==> config.mk <==
export PLATFORM = sky130hd
export DESIGN_NAME = clk_rst_sequencer
export DESIGN_NICKNAME = d
export VERILOG_FILES = /design/src/rtl/clk_rst_sequencer.sv
export SDC_FILE = /design/constraint.sdc
export NUM_CORES = 1
export LEC_CHECK = 0
export ABC_CLOCK_PERIOD_IN_PS = 2950
export CAP_MARGIN = 30
export CORE_ASPECT_RATIO = 0.9
export CORE_MARGIN = 10
export CORE_UTILIZATION = 50
export CTS_CLUSTER_DIAMETER = 60
export DETAILED_ROUTE_END_ITERATION = 10
export PLACE_DENSITY = 0.74
export SLEW_MARGIN = 20
export SYNTH_ARGS = -nofsm -noshare
export SYNTH_HDL_FRONTEND = slang
export SYNTH_SLANG_ARGS = --single-unit
==> constraint.sdc <==
create_clock -name CLK_100 -period 2.95 [get_ports CLK_100]
set_input_delay 0.4425 -clock CLK_100 [delete_from_list [all_inputs] [get_ports CLK_100]]
set_output_delay 0.4425 -clock CLK_100 [all_outputs]
set_load 0.02 [all_outputs]
==> src/rtl/clk_rst_sequencer.sv <==
// Power-up / recovery sequencer: MMCM reset, lock supervision with bounded retry,
// OV7670 PWDN/RESET sequencing, then release of the system reset.
module clk_rst_sequencer #(
   parameter int MMCM_RST_CYCLES = 16,
   parameter int LOCK_TIMEOUT    = 100000,
   parameter int CAM_RST_CYCLES  = 100000,
   parameter int CAM_WAKE_CYCLES = 100000,
   parameter int MAX_RETRY       = 3,
   parameter int CNT_W           = 20
) (
   input  logic       CLK_100,
   input  logic       reset_n,
   input  logic       locked,
   input  logic       restart,
   output logic       mmcm_reset,
   output logic       cam_pwdn,
   output logic       cam_reset_n,
   output logic       sys_rst_n,
   output logic       ready,
   output logic       fault,
   output logic [3:0] retry_cnt,
   output logic [2:0] state
);

   typedef enum logic [2:0] {
      S_RST_MMCM  = 3'd0,
      S_WAIT_LOCK = 3'd1,
      S_CAM_RST   = 3'd2,
      S_CAM_WAKE  = 3'd3,
      S_RUN       = 3'd4,
      S_FAULT     = 3'd5
   } state_t;

   localparam logic [CNT_W-1:0] MMCM_LAST = CNT_W'(MMCM_RST_CYCLES - 1);
   localparam logic [CNT_W-1:0] LOCK_LAST = CNT_W'(LOCK_TIMEOUT - 1);
   localparam logic [CNT_W-1:0] CRST_LAST = CNT_W'(CAM_RST_CYCLES - 1);
   localparam logic [CNT_W-1:0] WAKE_LAST = CNT_W'(CAM_WAKE_CYCLES - 1);
   localparam logic [3:0]       MAX_R     = 4'(MAX_RETRY);

   state_t           cur;
   state_t           nxt;
   logic [CNT_W-1:0] cnt;
   logic [3:0]       retry_nxt;
   logic [3:0]       retry_inc;
   logic             locked_m;
   logic             locked_s;

   assign state     = cur;
   assign retry_inc = (retry_cnt >= MAX_R) ? MAX_R : 4'(retry_cnt + 4'd1);

   always_comb begin
      nxt       = cur;
      retry_nxt = retry_cnt;
      if (restart) begin
         nxt       = S_RST_MMCM;
         retry_nxt = 4'd0;
      end else begin
         case (cur)
            S_RST_MMCM:  if (cnt == MMCM_LAST) nxt = S_WAIT_LOCK;
            // Lock seen on the timeout cycle still counts as a successful attempt.
            S_WAIT_LOCK: begin
               if (locked_s) begin
                  nxt = S_CAM_RST;
               end else if (cnt == LOCK_LAST) begin
                  retry_nxt = retry_inc;
                  nxt       = (retry_inc == MAX_R) ? S_FAULT : S_RST_MMCM;
               end
            end
            S_CAM_RST: begin
               if (!locked_s)              nxt = S_RST_MMCM;
               else if (cnt == CRST_LAST)  nxt = S_CAM_WAKE;
            end
            S_CAM_WAKE: begin
               if (!locked_s) begin
                  nxt = S_RST_MMCM;
               end else if (cnt == WAKE_LAST) begin
                  nxt       = S_RUN;
                  retry_nxt = 4'd0;
               end
            end
            S_RUN:   if (!locked_s) nxt = S_RST_MMCM;
            S_FAULT: nxt = S_FAULT;
            default: nxt = S_RST_MMCM;
         endcase
      end
   end

   always_ff @(posedge CLK_100 or negedge reset_n) begin
      if (!reset_n) begin
         locked_m    <= 1'b0;
         locked_s    <= 1'b0;
         cur         <= S_RST_MMCM;
         cnt         <= '0;
         retry_cnt   <= 4'd0;
         mmcm_reset  <= 1'b1;
         cam_pwdn    <= 1'b1;
         cam_reset_n <= 1'b0;
         sys_rst_n   <= 1'b0;
         ready       <= 1'b0;
         fault       <= 1'b0;
      end else begin
         locked_m  <= locked;
         locked_s  <= locked_m;
         cur       <= nxt;
         retry_cnt <= retry_nxt;
         // A restart re-arms the RST_MMCM dwell even if already in that state.
         cnt       <= (nxt != cur || restart) ? '0 : cnt + CNT_W'(1);
         case (nxt)
            S_WAIT_LOCK: {mmcm_reset, cam_pwdn, cam_reset_n, sys_rst_n, ready, fault} <= 6'b010000;
            S_CAM_RST:   {mmcm_reset, cam_pwdn, cam_reset_n, sys_rst_n, ready, fault} <= 6'b000000;
            S_CAM_WAKE:  {mmcm_reset, cam_pwdn, cam_reset_n, sys_rst_n, ready, fault} <= 6'b001000;
            S_RUN:       {mmcm_reset, cam_pwdn, cam_reset_n, sys_rst_n, ready, fault} <= 6'b001110;
            S_FAULT:     {mmcm_reset, cam_pwdn, cam_reset_n, sys_rst_n, ready, fault} <= 6'b110001;
            default:     {mmcm_reset, cam_pwdn, cam_reset_n, sys_rst_n, ready, fault} <= 6'b110000;
         endcase
      end
   end

endmodule

### Yosys cells after proc, flatten, opt, wreduce, memory -nomap -nowiden

Cells that the tools add are included.

* bits of input ports: 4
* bits in registers: 34
* word-level logic and storage cells: 62
* output and inout bits: 13

* reduce and logical (&&, ||, !) cells: 7
* add/sub/neg operators: 2
* order comparisons: 1
* equal/unequal tests: 18
* mux-type cells: 24

Operator list (count)
* $mux W3: 10
* $mux W4: 6
* $add A20 B1 Y20 const B: 1
* $eq A20 B17 Y1 const B: 1
* $eq A20 B4 Y1 const B: 1
* $mux W20: 1
* $pmux W3 S6: 1
* $eq A3 B2 Y1 const B: 4
* $eq A3 B3 Y1 const B: 4
* $ne A3 B3 Y1 const B: 4
* $pmux W4 S2: 1
* $eq A3 B1 Y1 const B: 2
* $mux W1: 5
* $reduce_and A5 Y1: 1
* $add A4 B1 Y4 const B: 1
* $eq A4 B2 Y1 const B: 1
* $ge A4 B2 Y1 const B: 1
* $reduce_or A4 Y1: 1
* $logic_not A3 Y1: 1
* $ne A3 B3 Y1: 1
* $reduce_bool A3 Y1: 1
* $reduce_or A3 Y1: 1
* $reduce_or A2 Y1: 1
* $logic_or A1 B1 Y1: 1

### Longest topological paths before layout

* depth after elaboration: 11
* gate-level depth with buffers: 9
* mapped depth without buffers: 8

### Worst setup path before layout

Ideal clock, no wire load.

* path type: reg2reg
* start point: reg cnt[5]
* end point: reg cnt[16]
* clock period less this slack: 2.782 ns
* library setup time: 0.125 ns
* data required time: 2.825 ns
* path buffers: 1
* arrival: 2.657 ns
* stages on the path, launching flop included: 9
* path slack: 0.168 ns
* cell sequence: dfrtp_1 > or4_1 > or4_4 > o211a_1 > nor4_1 > a211o_2 > inv_2 > buf_6 > mux2_4

* longest elaborated chain between the ends: 8
* elaborated cells on any way between the ends: 15
* those cells by class: 1 x add/sub; 3 x eq/ne; 10 x mux; 1 x reduce/logical

RTL lines
* from (decl): RTL line 42 `logic [CNT_W-1:0] cnt;`
* from (signal assigned): RTL line 107 `cnt <= (nxt != cur || restart) ? '0 : cnt + CNT_W'(1);`
* $eq A20 B17 Y1: RTL line 64, 71, 76
* $mux W3, on equally long branches: RTL line 76, 64, 71
* $mux W3, on equally long branches: RTL line 74, 62, 70
* $pmux W3 S6 *: RTL line 58 `case (cur)`
* $mux W3 *: RTL line 54 `if (restart) begin`
* named net nxt[0]: RTL line 41 `state_t nxt;`
* $ne A3 B3 Y1 *: RTL line 107
* $logic_or A1 B1 Y1 *: RTL line 107
* $mux W20 *: RTL line 107

The timed path passes the listed nets; every way through them passes the cells marked *.
A chain may end at the register's enable or synchronous reset.

### Worst setup path after layout

* start point: reg cnt[6]
* end point: reg cnt[5]

* longest elaborated chain between the ends: 8
* elaborated cells on any way between the ends: 14
* those cells by class: 3 x eq/ne; 10 x mux; 1 x reduce/logical

RTL lines (RTL line)
* $eq A20 B17 Y1: 64, 71, 76
* $mux W3, on equally long branches: 76, 64, 71
* $mux W3, on equally long branches: 74, 62, 70
* $pmux W3 S6 *: 58
* $mux W3 *: 54
* $ne A3 B3 Y1 *: 107
* $logic_or A1 B1 Y1 *: 107
* $mux W20 *: 107

Mark *: on every way between the ends. The rest lies on a longest branch, timed or not.

==> flow_metrics.py <==
metrics = {
    "cts": {
        "cts_tree": "yes",
        "clock-sinks": 34,
        "insertion_delay_ns": 0.29,
        "post_cts_resized": 0,
        "cts_inserted_buffers": 5,
        "post-cts-setup-buffer-count": 0,
        "cts.htree.levels": 2,
        "clockRootBuffer": "clkbuf_8",
        "clock_path_buffers": 2,
        "holdBufCountCts": 0,
        "clk_transition_reported_paths_ns": 0.07,
    },
    "logic_synthesis": {
        "async_flop_share_pct": 100.0,
        "yosysMostFrequentCell": "dfrtp_1",
        "synth.avg_cell_area_um2": 9.327,
        "synth_seq_cells": 34,
        "synth_edf_count": 0,
        "yosys_warnings": 0,
        "synth_top_area_share_pct": 41.48,
        "yosysSeqAreaShare_pct": 44.20,
        "syn_area_mm2": 0.001931,
        "synth_cell_types": 41,
        "synth_commonest_cells": "dfrtp_1, nor2_1, nand3_1",
        "ys.flop_type": "dfrtp_1",
        "synth_nets": 213,
        "synth_area_leader_cell": "dfrtp_1",
        "netlist_instances": 207,
        "synth_area_leaders": "dfrtp_1, xnor2_1, or3_1",
    },
    "setup_path": {
        "crit_chain": "or4_1 -> or4_4 -> nor4_2 -> nor4_2 -> a211o_2 -> inv_4 -> mux2_2",
        "critical_path.max_stage_delay_ns": 0.54,
        "cp_max_fo": 8,
        "crit_required_ns": 3.13,
        "critPathArrivalTime_ns": 3.01,
        "worstSetupEndpointType": "register",
        "cp-start-kind": "register",
        "crit_path_frequent_cell": "nor4_2",
        "setup.worst_path.class": "register to register",
        "slowest_stage": "or4_1",
    },
    "sta": {
        "slew_headroom_pct": 55.85,
        "fin_crit_ns": 2.832,
        "fmax_mhz": 353.2,
        "slew_viol_final": 0,
        "tightest_slew_ns": 0.6622,
        "rsz0062_at_grt": "no",
        "fin_tns_setup_ns": 0,
        "hold_viol": 0,
        "hold_ws_ns": 0.3508,
        "fin_crit_sh_pct": 95.99,
        "setup_viol": 0,
        "skew_ns": 0.004983,
    },
    "cells_and_area": {
        "final_util_pct": 62.47,
        "diodes": 0,
        "final_nets": 236,
        "final_area_mm2": 0.002331,
        "multi_input_area_mm2": 0.001007,
        "fillers": 321,
        "regArea_um2": 853.3,
        "final_cells": 277,
        "area_growth_pct": 20.74,
        "drive_gt1_share_pct": 13.42,
    },
    "route": {
        "drtIter0Drc": 125,
        "dr_total_vias": 1554,
        "via_per_inst": 5.610,
        "firstDrtPassIters": 4,
        "drc": 0,
        "antenna_left": 0,
        "routed_wl_um": 4203,
        "wl_per_cell_um": 15.17,
    },
    "grt": {
        "antenna_found_initial": 0,
        "grt_pass1_vias": 1504,
        "grt_pass1_wl_um": 7417,
        "grt_start_max_net_pins": 35,
        "grt-ovfl-total": 0,
        "gr-usage-all-layers_pct": 13.52,
    },
    "floorplan": {
        "start_util_pct": 51.74,
        "dieArea_mm2": 0.006750,
        "core_area_mm2": 0.003731,
        "num_rows": 21,
        "die_height_um": 78.95,
        "die_x_um": 85.50,
        "ios": 17,
    },
    "placed_design": {
        "dpl.cell_count": 269,
        "place_congestion": 0.8763,
        "post-dp-hpwl_um": 3016,
        "dpl_cell_area_mm2": 0.002178,
        "io_buffers": 16,
    },
    "hold_path": {
        "hold_class": "register to register",
    },
    "pwr": {
        "power.density_mw_per_mm2": 445.8,
        "leakagePower_nw": 0.9856,
        "ir_drop_uv": 252.1,
    },
    "status": {
        "outcome": "completed",
    },
    "job": {
        "cap_violations": 0,
    },
}
-- area by class of cell --
class	count	area share, %
clock buffers	5	2.952
flip-flops and latches	34	36.61
well taps	46	2.469
inverters	8	1.396
repair buffers	27	10.41
multi-input cells	154	43.21
clock inverters	3	2.952
-- registers in the layout (all words and copies together) (netlist names) --
name,count
cam_pwdn,1
cam_reset_n,1
cnt,20
fault,1
locked_m,1
locked_s,1
mmcm_reset,1
ready,1
retry_cnt,4
state,3
-- power by group --
part,leakage [nW],total [mW],switching [mW],internal [mW]
Combinational,0.456,0.0393,0.0239,0.0154
Clock,0.0683,0.524,0.185,0.339
Sequential,0.461,0.476,0.00535,0.471
-- metal layers --
metal | vias to the layer above | track usage (%) | wire (um)
met5 | - | 0 | 0
met4 | 0 | 6.414 | 84
met3 | 7 | 3.469 | 167
met2 | 21 | 19.61 | 1870
met1 | 752 | 18.25 | 2081
li1 | 774 | - | -
-- cell usage in the layout (no fill, tap or decap), types with 3 or more instances in the layout --
cell and n:
or3_1 13, dfrtp_1 32, a21oi_1 3, nor4_1 3, nand2b_1 4, and3_1 8, xor2_1 6, xnor2_1 12
clkbuf_8 5, nor2_1 20, mux2i_1 8, and2_1 7, o21ai_0 6, inv_1 7, clkdlybuf4s50_1 16, nand2_1 10
nand3_1 15, nor3_1 9, buf_4 11
-- cells by family (layout without fill, tap and decap cells) --
kind of cell,after synthesis,in the layout,synth area share (%)
xor gates and xnor gates,18,18,8.166
muxes,11,11,6.092
buffers and inverters,19,43,4.277
adders and majority gates,2,2,1.296
AOI/OAI and AO/OA,23,23,8.361
and+or+nand+nor,100,100,27.61
DFF,34,34,44.20
-- worst max-delay path, delay by kind of cell, from the launching register on --
kind | cells | cell delay, ns
simple gates | 4 | 1.44
buf+inv | 1 | 0.14
mux | 1 | 0.34
flops | 1 | 0.43
compound gates | 1 | 0.36
-- path summary, 6_finish.rpt --
check / startpoint / end / slack, ns / depth (start not counted)
min: locked_m / locked_s / 0.35 / 0
min in group asynchronous: reset_n / cnt[9] / 0.55 / 2
max in group asynchronous: reset_n / cam_pwdn / 2.06 / 2
min reg2reg: locked_m / locked_s / 0.35 / 0
max: cnt[6] / cnt[5] / 0.12 / 7
max reg2reg: cnt[6] / cnt[5] / 0.12 / 7
-- through the flow --
step           setup WS [ns]  power [mW]
6_report              0.1184       1.039
3_3_place_gp          0.1520      0.5240
4_1_cts              0.08366       1.048
2_1_floorplan         0.1683      0.5017
3_5_place_dp          0.1028      0.5253
5_1_grt              0.01946       1.075
Power figures use the tool's default switching activity.
